`config.mk`:
```
export PLATFORM = sky130hd
export DESIGN_NAME = inst_fetch_flat
export DESIGN_NICKNAME = d
export VERILOG_FILES = /design/src/rtl/ifetch_pkg.sv /design/src/rtl/inst_fetch_if.sv /design/src/rtl/pc_target_calc.sv /design/src/rtl/inst_fetch.sv /design/src/flat_wrapper.sv
export SDC_FILE = /design/constraint.sdc
export NUM_CORES = 1
export LEC_CHECK = 0
export ABC_AREA = 1
export CAP_MARGIN = 20
export CORE_ASPECT_RATIO = 1.2
export CORE_MARGIN = 4
export CORE_UTILIZATION = 44
export CTS_CLUSTER_SIZE = 14
export DETAILED_ROUTE_END_ITERATION = 8
export PLACE_DENSITY_LB_ADDON = 0.05
export SETUP_SLACK_MARGIN = 0.3
export SLEW_MARGIN = 15
export SYNTH_ARGS = -nofsm -noshare
export SYNTH_HDL_FRONTEND = slang
export SYNTH_SLANG_ARGS = --single-unit
```
`constraint.sdc`:
```
create_clock -name clk -period 1.6 [get_ports clk]
set_clock_uncertainty 0.05 [all_clocks]
set_input_delay 0.48 -clock clk [delete_from_list [all_inputs] [get_ports clk]]
set_output_delay 0.48 -clock clk [all_outputs]
set_load 0.005 [all_outputs]
```
`src/rtl/ifetch_pkg.sv`:
```
// ifetch_pkg: fetch FSM state encoding and branch-select codes shared by the fetch unit and the decoder.
package ifetch_pkg;
  localparam int INST_W = 17;
  typedef enum logic [1:0] {FETCH = 2'd0, WAIT = 2'd1, ISSUE = 2'd2, DRAIN = 2'd3} state_t;
  localparam logic [1:0] BS_SEQ = 2'b00;
  localparam logic [1:0] BS_CBR = 2'b01;
  localparam logic [1:0] BS_JMP = 2'b10;
  localparam logic [1:0] BS_REL = 2'b11;
endpackage

```
`src/rtl/inst_fetch_if.sv`:
```
// inst_fetch_if: instruction-memory, decoder-handshake and redirect signals of the fetch unit.
interface inst_fetch_if #(parameter int PC_W = 8, parameter int OFF_W = 9);
  import ifetch_pkg::*;
  logic              imem_req;
  logic [PC_W-1:0]   imem_addr;
  logic [INST_W-1:0] imem_rdata;
  logic              imem_rvalid;
  logic [INST_W-1:0] inst_out;
  logic [PC_W-1:0]   inst_pc;
  logic              inst_valid;
  logic              inst_ready;
  logic              redir_valid;
  logic [PC_W-1:0]   br_pc;
  logic [1:0]        BS;
  logic              PS;
  logic              Z;
  logic [OFF_W-1:0]  br_off;
  logic [PC_W-1:0]   bus_a;
  modport master (
    output imem_req, imem_addr, inst_out, inst_pc, inst_valid,
    input  imem_rdata, imem_rvalid, inst_ready, redir_valid, br_pc, BS, PS, Z, br_off, bus_a
  );
  modport slave (
    input  imem_req, imem_addr, inst_out, inst_pc, inst_valid,
    output imem_rdata, imem_rvalid, inst_ready, redir_valid, br_pc, BS, PS, Z, br_off, bus_a
  );
endinterface

```
`src/rtl/pc_target_calc.sv`:
```
// pc_target_calc: resolves whether a branch is taken and where it goes (offsets are relative to br_pc+1).
module pc_target_calc import ifetch_pkg::*; #(
  parameter int PC_W  = 8,
  parameter int OFF_W = 9
) (
  input  logic [PC_W-1:0]  br_pc,
  input  logic [1:0]       bs,
  input  logic             ps,
  input  logic             z,
  input  logic [OFF_W-1:0] br_off,
  input  logic [PC_W-1:0]  bus_a,
  output logic             taken,
  output logic [PC_W-1:0]  target
);
  logic [PC_W-1:0] seq;
  always_comb begin
    seq    = br_pc + 1'b1;
    taken  = bs == BS_SEQ ? 1'b0 : bs == BS_CBR ? z ^ ps : 1'b1;
    target = bs == BS_JMP ? bus_a : seq + PC_W'($signed(br_off));
  end
endmodule

```
`src/rtl/inst_fetch.sv`:
```
// inst_fetch: PC owner; fetches one word at a time, hands it to the decoder, flushes on taken redirects.
// Optional IFETCH_PERF_CNT_EN adds saturating perf_fetch / perf_flush counters.
module inst_fetch import ifetch_pkg::*; #(
  parameter int              PC_W     = 8,
  parameter int              OFF_W    = 9,
  parameter logic [PC_W-1:0] RESET_PC = '0
) (
  input logic clk,
  input logic rst_n,
  inst_fetch_if.master bus
`ifdef IFETCH_PERF_CNT_EN
  , output logic [15:0] perf_fetch
  , output logic [15:0] perf_flush
`endif
);
  state_t          state, nxt;
  logic [PC_W-1:0] pc, target;
  logic            taken, redir, go, resp;
  pc_target_calc #(.PC_W(PC_W), .OFF_W(OFF_W)) u_calc (
    .br_pc(bus.br_pc), .bs(bus.BS), .ps(bus.PS), .z(bus.Z),
    .br_off(bus.br_off), .bus_a(bus.bus_a), .taken(taken), .target(target)
  );
  assign redir = bus.redir_valid && taken;
  assign resp  = state == WAIT && bus.imem_rvalid;
  // go holds off the first request until one clock after reset so imem_req stays low while in reset
  assign bus.imem_req  = state == FETCH && go;
  assign bus.imem_addr = bus.imem_req ? pc : '0;
  always_comb begin
    nxt = state;
    case (state)
      FETCH:   nxt = !go ? FETCH : redir ? DRAIN : WAIT;
      WAIT:    nxt = redir ? (bus.imem_rvalid ? FETCH : DRAIN) : bus.imem_rvalid ? ISSUE : WAIT;
      ISSUE:   nxt = redir || bus.inst_ready ? FETCH : ISSUE;
      DRAIN:   nxt = bus.imem_rvalid ? FETCH : DRAIN;
      default: nxt = FETCH;
    endcase
  end
  always_ff @(posedge clk or negedge rst_n) begin
    if (!rst_n) begin
      state          <= FETCH;
      go             <= 1'b0;
      pc             <= RESET_PC;
      bus.inst_out   <= '0;
      bus.inst_pc    <= '0;
      bus.inst_valid <= 1'b0;
    end else begin
      state          <= nxt;
      go             <= 1'b1;
      pc             <= redir ? target : resp ? pc + 1'b1 : pc;
      bus.inst_valid <= nxt == ISSUE;
      if (resp && !redir) begin
        bus.inst_out <= bus.imem_rdata;
        bus.inst_pc  <= pc;
      end
    end
  end
`ifdef IFETCH_PERF_CNT_EN
  always_ff @(posedge clk or negedge rst_n) begin
    if (!rst_n) begin
      perf_fetch <= '0;
      perf_flush <= '0;
    end else begin
      perf_fetch <= perf_fetch + 16'(bus.imem_req && perf_fetch != 16'hFFFF);
      perf_flush <= perf_flush + 16'(redir && perf_flush != 16'hFFFF);
    end
  end
`endif
endmodule
```
`src/flat_wrapper.sv`:
```
// flat-port wrapper written by rule: the top's interface ports become plain ports
module inst_fetch_flat import ifetch_pkg::*;
#(
  parameter int              PC_W     = 8,
  parameter int              OFF_W    = 9,
  parameter logic [PC_W-1:0] RESET_PC = '0
)
  (clk, rst_n, bus_imem_req, bus_imem_addr, bus_inst_out, bus_inst_pc, bus_inst_valid, bus_imem_rdata, bus_imem_rvalid, bus_inst_ready, bus_redir_valid, bus_br_pc, bus_BS, bus_PS, bus_Z, bus_br_off, bus_bus_a);
  inst_fetch_if #(.PC_W(PC_W), .OFF_W(OFF_W)) bus_i ();
  input logic clk;
  input logic rst_n;
  output wire logic [$bits(bus_i.imem_req)-1:0] bus_imem_req;
  output wire logic [$bits(bus_i.imem_addr)-1:0] bus_imem_addr;
  output wire logic [$bits(bus_i.inst_out)-1:0] bus_inst_out;
  output wire logic [$bits(bus_i.inst_pc)-1:0] bus_inst_pc;
  output wire logic [$bits(bus_i.inst_valid)-1:0] bus_inst_valid;
  input wire logic [$bits(bus_i.imem_rdata)-1:0] bus_imem_rdata;
  input wire logic [$bits(bus_i.imem_rvalid)-1:0] bus_imem_rvalid;
  input wire logic [$bits(bus_i.inst_ready)-1:0] bus_inst_ready;
  input wire logic [$bits(bus_i.redir_valid)-1:0] bus_redir_valid;
  input wire logic [$bits(bus_i.br_pc)-1:0] bus_br_pc;
  input wire logic [$bits(bus_i.BS)-1:0] bus_BS;
  input wire logic [$bits(bus_i.PS)-1:0] bus_PS;
  input wire logic [$bits(bus_i.Z)-1:0] bus_Z;
  input wire logic [$bits(bus_i.br_off)-1:0] bus_br_off;
  input wire logic [$bits(bus_i.bus_a)-1:0] bus_bus_a;
  assign bus_imem_req = bus_i.imem_req;
  assign bus_imem_addr = bus_i.imem_addr;
  assign bus_inst_out = bus_i.inst_out;
  assign bus_inst_pc = bus_i.inst_pc;
  assign bus_inst_valid = bus_i.inst_valid;
  assign bus_i.imem_rdata = bus_imem_rdata;
  assign bus_i.imem_rvalid = bus_imem_rvalid;
  assign bus_i.inst_ready = bus_inst_ready;
  assign bus_i.redir_valid = bus_redir_valid;
  assign bus_i.br_pc = bus_br_pc;
  assign bus_i.BS = bus_BS;
  assign bus_i.PS = bus_PS;
  assign bus_i.Z = bus_Z;
  assign bus_i.br_off = bus_br_off;
  assign bus_i.bus_a = bus_bus_a;
  inst_fetch #(.PC_W(PC_W), .OFF_W(OFF_W), .RESET_PC(RESET_PC)) u_core (.clk(clk), .rst_n(rst_n), .bus(bus_i));
endmodule
```
# Word level (Yosys, flattened, before mapping)
# Index checks and enable logic that the tools add are counted.
[word_totals] input_bits=51 output_inout_bits=35 reg_bits=37 word_cells=38
[op_classes] n_eq_ne=6 add_sub_neg=3 n_mux=13 n_reduce_logical=9 bitwise_logic=1
[op_table] operator="$mux 8" n=4
[op_table] operator="$add 8x1->8 const B" n=2
[op_table] operator="$mux 2" n=6
[op_table] operator="$add 8x8->8" n=1
[op_table] operator="$eq 2x2->1 const B" n=4
[op_table] operator="$pmux 2 s4" n=1
[op_table] operator="$eq 2x1->1 const B" n=2
[op_table] operator="$logic_and 1x1->1" n=4
[op_table] operator="$logic_not 2->1" n=2
[op_table] operator="$mux 1" n=2
[op_table] operator="$reduce_bool 2->1" n=1
[op_table] operator="$logic_not 1->1" n=1
[op_table] operator="$logic_or 1x1->1" n=1
[op_table] operator="$xor 1x1->1" n=1

# Logic depth before layout (Yosys ltp)
# Gate-level depths: netlist (run 1).
[depth] ltp_word=8 mapped_depth=12 depth_no_buf=12

# Hierarchy
# Synthesis (run 1) repeated with hierarchy kept, for this count alone.
[unflattened] cells_unflattened=301 hier_area_um2=2219.6
[modules_own_cells] mod="inst_fetch" area_each_um2=1761.7 n_inst=1 cells_each=213
[modules_own_cells] mod="pc_target_calc" area_each_um2=457.9 n_inst=1 cells_each=88

# Worst setup path after synthesis (run 1)
# Ideal clock, no wire load.
[synth_timing] kind="input to register" from="in bus_br_off[0]" to="reg u_core.pc[2]" arrival_time_ns=1.553 stages=7 t_required_ns=1.473 slack_ns=-0.081 setup_time_ns=0.077 cell_sequence="inv_1 -> ha_1 -> fa_1 -> xor2_1 -> o21ai_0 -> o22ai_1 -> a21oi_1"
[synth_between] elab_chain_cells=3
[synth_lines] item="start, declared" line_no="flat_wrapper.sv:25" text="input wire logic [$bits(bus_i.br_off)-1:0] bus_br_off;"
[synth_lines] item="$add 8x8->8" line_no="pc_target_calc.sv:19" text="target = bs == BS_JMP ? bus_a : seq + PC_W'($signed(br_off));"
[synth_lines] item="$mux 8" line_no="pc_target_calc.sv:19"
[synth_lines] item="$mux 8" line_no="inst_fetch.sv:49" text="pc <= redir ? target : resp ? pc + 1'b1 : pc;"
[synth_lines] item="end signal, assigned" line_no="inst_fetch.sv:49"
[synth_lines] item="end, declared" line_no="inst_fetch.sv:17" text="logic [PC_W-1:0] pc, target;"
# Every way passes these cells.
# A chain may end at the register's enable or synchronous reset.

# Final worst setup path (run 1)
[layout_timing] from="reg u_core.state[1]" to="out bus_imem_addr[0]"
[layout_between] elab_chain_cells=3
[layout_lines] item="start, declared" line_no="inst_fetch.sv:16" text="state_t state, nxt;"
[layout_lines] item="start signal, assigned" line_no="inst_fetch.sv:47" text="state <= nxt;"
[layout_lines] item="$logic_not 2->1" line_no="inst_fetch.sv:26" text="assign bus.imem_req = state == FETCH && go;"
[layout_lines] item="$logic_and 1x1->1" line_no="inst_fetch.sv:26"
[layout_lines] item="$mux 8" line_no="inst_fetch.sv:27" text="assign bus.imem_addr = bus.imem_req ? pc : '0;"
[layout_lines] item="end, declared" line_no="flat_wrapper.sv:13" text="output wire logic [$bits(bus_i.imem_addr)-1:0] bus_imem_addr;"
# Every way passes these cells.

==> results.json, run 1 <==
{
  "status": "complete, but fails checks",
  "violations": "negative setup slack",
  "vias": 2991,
  "clock_latency_ns": 0.30,
  "dp_cells": 466,
  "crit_slowest_cell": "dfrtp_1",
  "cp.depth": 6,
  "core_area_sq_um": 4940,
  "critPathLaunchType": "register",
  "worstPathArrival_ns": 1.37,
  "drv_cap": 0,
  "reg2reg_depth": 9,
  "grt_pass1_vias": 2739,
  "diodes": 0,
  "final_antenna_net_count": 0,
  "holdBufCountCts": 0,
  "num_rows": 28,
  "pre_cts_ws_ns": -0.754,
  "overflow": 0,
  "syn_area_per_cell_sq_um": 7.67,
  "synth-main-ff-cell": "dfrtp_1",
  "synth_edf_count": 0,
  "cts.sinks": 37,
  "ys_ff_latch": 37,
  "ys.warnings.count": 0,
  "fin_crit_sh_pct": 119,
  "dr.pass1.iters": 5,
  "clock-root-buffer": "clkbuf_8",
  "synthesis.area_sq_um": 2240,
  "grt_max_degree": 38,
  "dieArea_sq_um": 6300,
  "post-dp-hpwl_mm": 4.50,
  "port_buffers": 84,
  "synthTopCellsByCount": "nand2_1, dfrtp_1, inv_1",
  "syn_to_final_growth_pct": 103,
  "worstReg2RegStart": "u_core.pc[0]",
  "seq_area_frac_synth_pct": 41.4,
  "yosysMostFrequentCell": "nand2_1",
  "leakage_nw": 2.33,
  "fin_cells": 529,
  "cts_tree": "yes",
  "crit_path_max_fanout": 5,
  "finalSetupTns_ns": -7.74,
  "h-tree-depth": 2,
  "place.gp.congestion": 0.839,
  "synth_top_area_share_pct": 41.4,
  "die_w_um": 73.1,
  "yosys.area.top_type": "dfrtp_1",
  "wl_per_cell_um": 21.5,
  "utilization_pct": 92.0,
  "path_class": "reg -> out",
  "cts_buffers": 5,
  "p_per_area_nw_per_um2": 1440,
  "clockBufferDepth": 2,
  "start_util_pct": 45.3,
  "placed_area_sq_um": 3530,
  "total_power_mw": 6.56,
  "grt_usage_pct": 25.2,
  "pin_count": 86,
  "drive_gt1_share_pct": 57.1,
  "slew_viol_final": 0,
  "setup_viol": 44,
  "syn_inst": 292,
  "via_per_inst": 5.65,
  "cp.buffers_inverters": 4,
  "worstHoldPathType": "in -> async",
  "grt_pass1_wl_mm": 12.3,
  "layout_min_cycle_time_ns": 1.90,
  "ys_types": 36,
  "hold_ws_ns": 0.174,
  "die_y_um": 86.1,
  "async_flop_share_pct": 100,
  "required_ns": 1.07,
  "initialDrtViolationCount": 199,
  "nets": 530,
  "cp-startpoint": "u_core.state[1]",
  "synth_area_leaders": "dfrtp_1, nand2_1, inv_1",
  "drc": 0,
  "slowest_delay_ns": 0.41,
  "fin_ws_ns": -0.300,
  "hold_violations": 0,
  "fmax_mhz": 526,
  "crit_path_end_kind": "primary output",
  "grt_antenna_before_repair": 0,
  "rsz0062_at_grt": "yes",
  "ir_worst_vdd_mv": 0.930,
  "crit_path_cell_trace": "inv_2 -> nand3_2 -> buf_6 -> buf_8 -> nor2_4 -> buf_2",
  "cp_top_family": "buffers and inverters",
  "synth_nets": 354,
  "finalInstanceArea_sq_um": 4550,
  "drt-total-wl_mm": 11.4,
  "path_clk_slew_ns": 0.09
}
==> power breakdown <==
part | internal (mW) | leakage (nW) | switching [mW]
sequential | 1.33 | 0.455 | 0.320
combinational | 2.14 | 1.83 | 2.07
clock | 0.302 | 0.0439 | 0.390
==> worst reg2reg max path: cells and delay by family (launching register included) <==
family          cells  cell delay [ns]
compound gates      2             0.25
fa+ha+maj           1             0.16
flops               1             0.41
buf+inv             1             0.17
simple gates        5             0.73
==> layout by cell type (no fill, tap or decap), types with 10 or more instances in the layout <==
master / instances
buf_2: 35
buf_4: 62
buf_6: 21
clkdlybuf4s50_1: 28
dfrtp_1: 37
inv_1: 26
nand2_1: 50
nand2_2: 34
nand2_4: 24
nand3_1: 10
nor2_1: 10
o21ai_2: 10
==> registers in the layout (all words and copies together) (netlist names) <==
name,cells
u_core.go,1
u_core.bus.inst_valid,1
u_core.pc,8
u_core.state,2
u_core.bus.inst_out,17
u_core.bus.inst_pc,8
==> repair_timing <==
action,4_1_cts,5_1_grt
gates cloned,5,1
setup buffers,29,20
resized for setup,282,71
endpoints found under the setup margin,71,71
pin swaps,42,26
==> path summary, 6_finish.rpt <==
check	endpoint	slack, ns
hold reg to reg	u_core.bus.inst_out[0]	0.48
setup / recovery	bus_imem_addr[0]	-0.30
setup reg to reg	u_core.pc[6]	-0.29
hold / removal	u_core.bus.inst_out[14]	0.17
max in group asynchronous	u_core.bus.inst_out[2]	0.97
min in group clk	u_core.bus.inst_out[0]	0.48
==> cell type report <==
| cell class | instances | area (sq um) |
|---|---|---|
| inverter | 40 | 198 |
| clock buffer | 5 | 68.8 |
| sequential | 37 | 926 |
| timing repair buffer | 176 | 1650 |
| tap | 60 | 75.1 |
| multi-input combinational | 208 | 1610 |
| clock inverter | 3 | 17.5 |
| fill | 167 | 393 |
==> cells by family after synthesis <==
| logic type | count (synthesis) | synth area share (%) |
|---|---|---|
| flip-flops | 37 | 41.4 |
| AO/OA/AOI/OAI | 36 | 10.2 |
| buffers and inverters | 47 | 9.67 |
| adder cells (fa/ha/maj) | 11 | 6.48 |
| AND/OR/NAND/NOR | 155 | 30.1 |
| XOR/XNOR | 5 | 1.96 |
| other | 1 | 0.168 |
==> per-layer routing <==
layer | global-route usage, % | vias to the layer above | part of all wire, %
li1 | - | 1263 | -
met1 | 26.0 | 1415 | 32
met2 | 47.8 | 218 | 51
met3 | 4.10 | 95 | 8.1
met4 | 12.1 | 0 | 8.7
met5 | 0 | - | 0
Power figures use the tool's default switching activity.
==> inputs of run 2 (changes only) <==
Settings changed: CAP_MARGIN 20 to not set.
==> results of run 2 <==
Same layout as run 1: the final DEF is identical, and so are final timing and power.
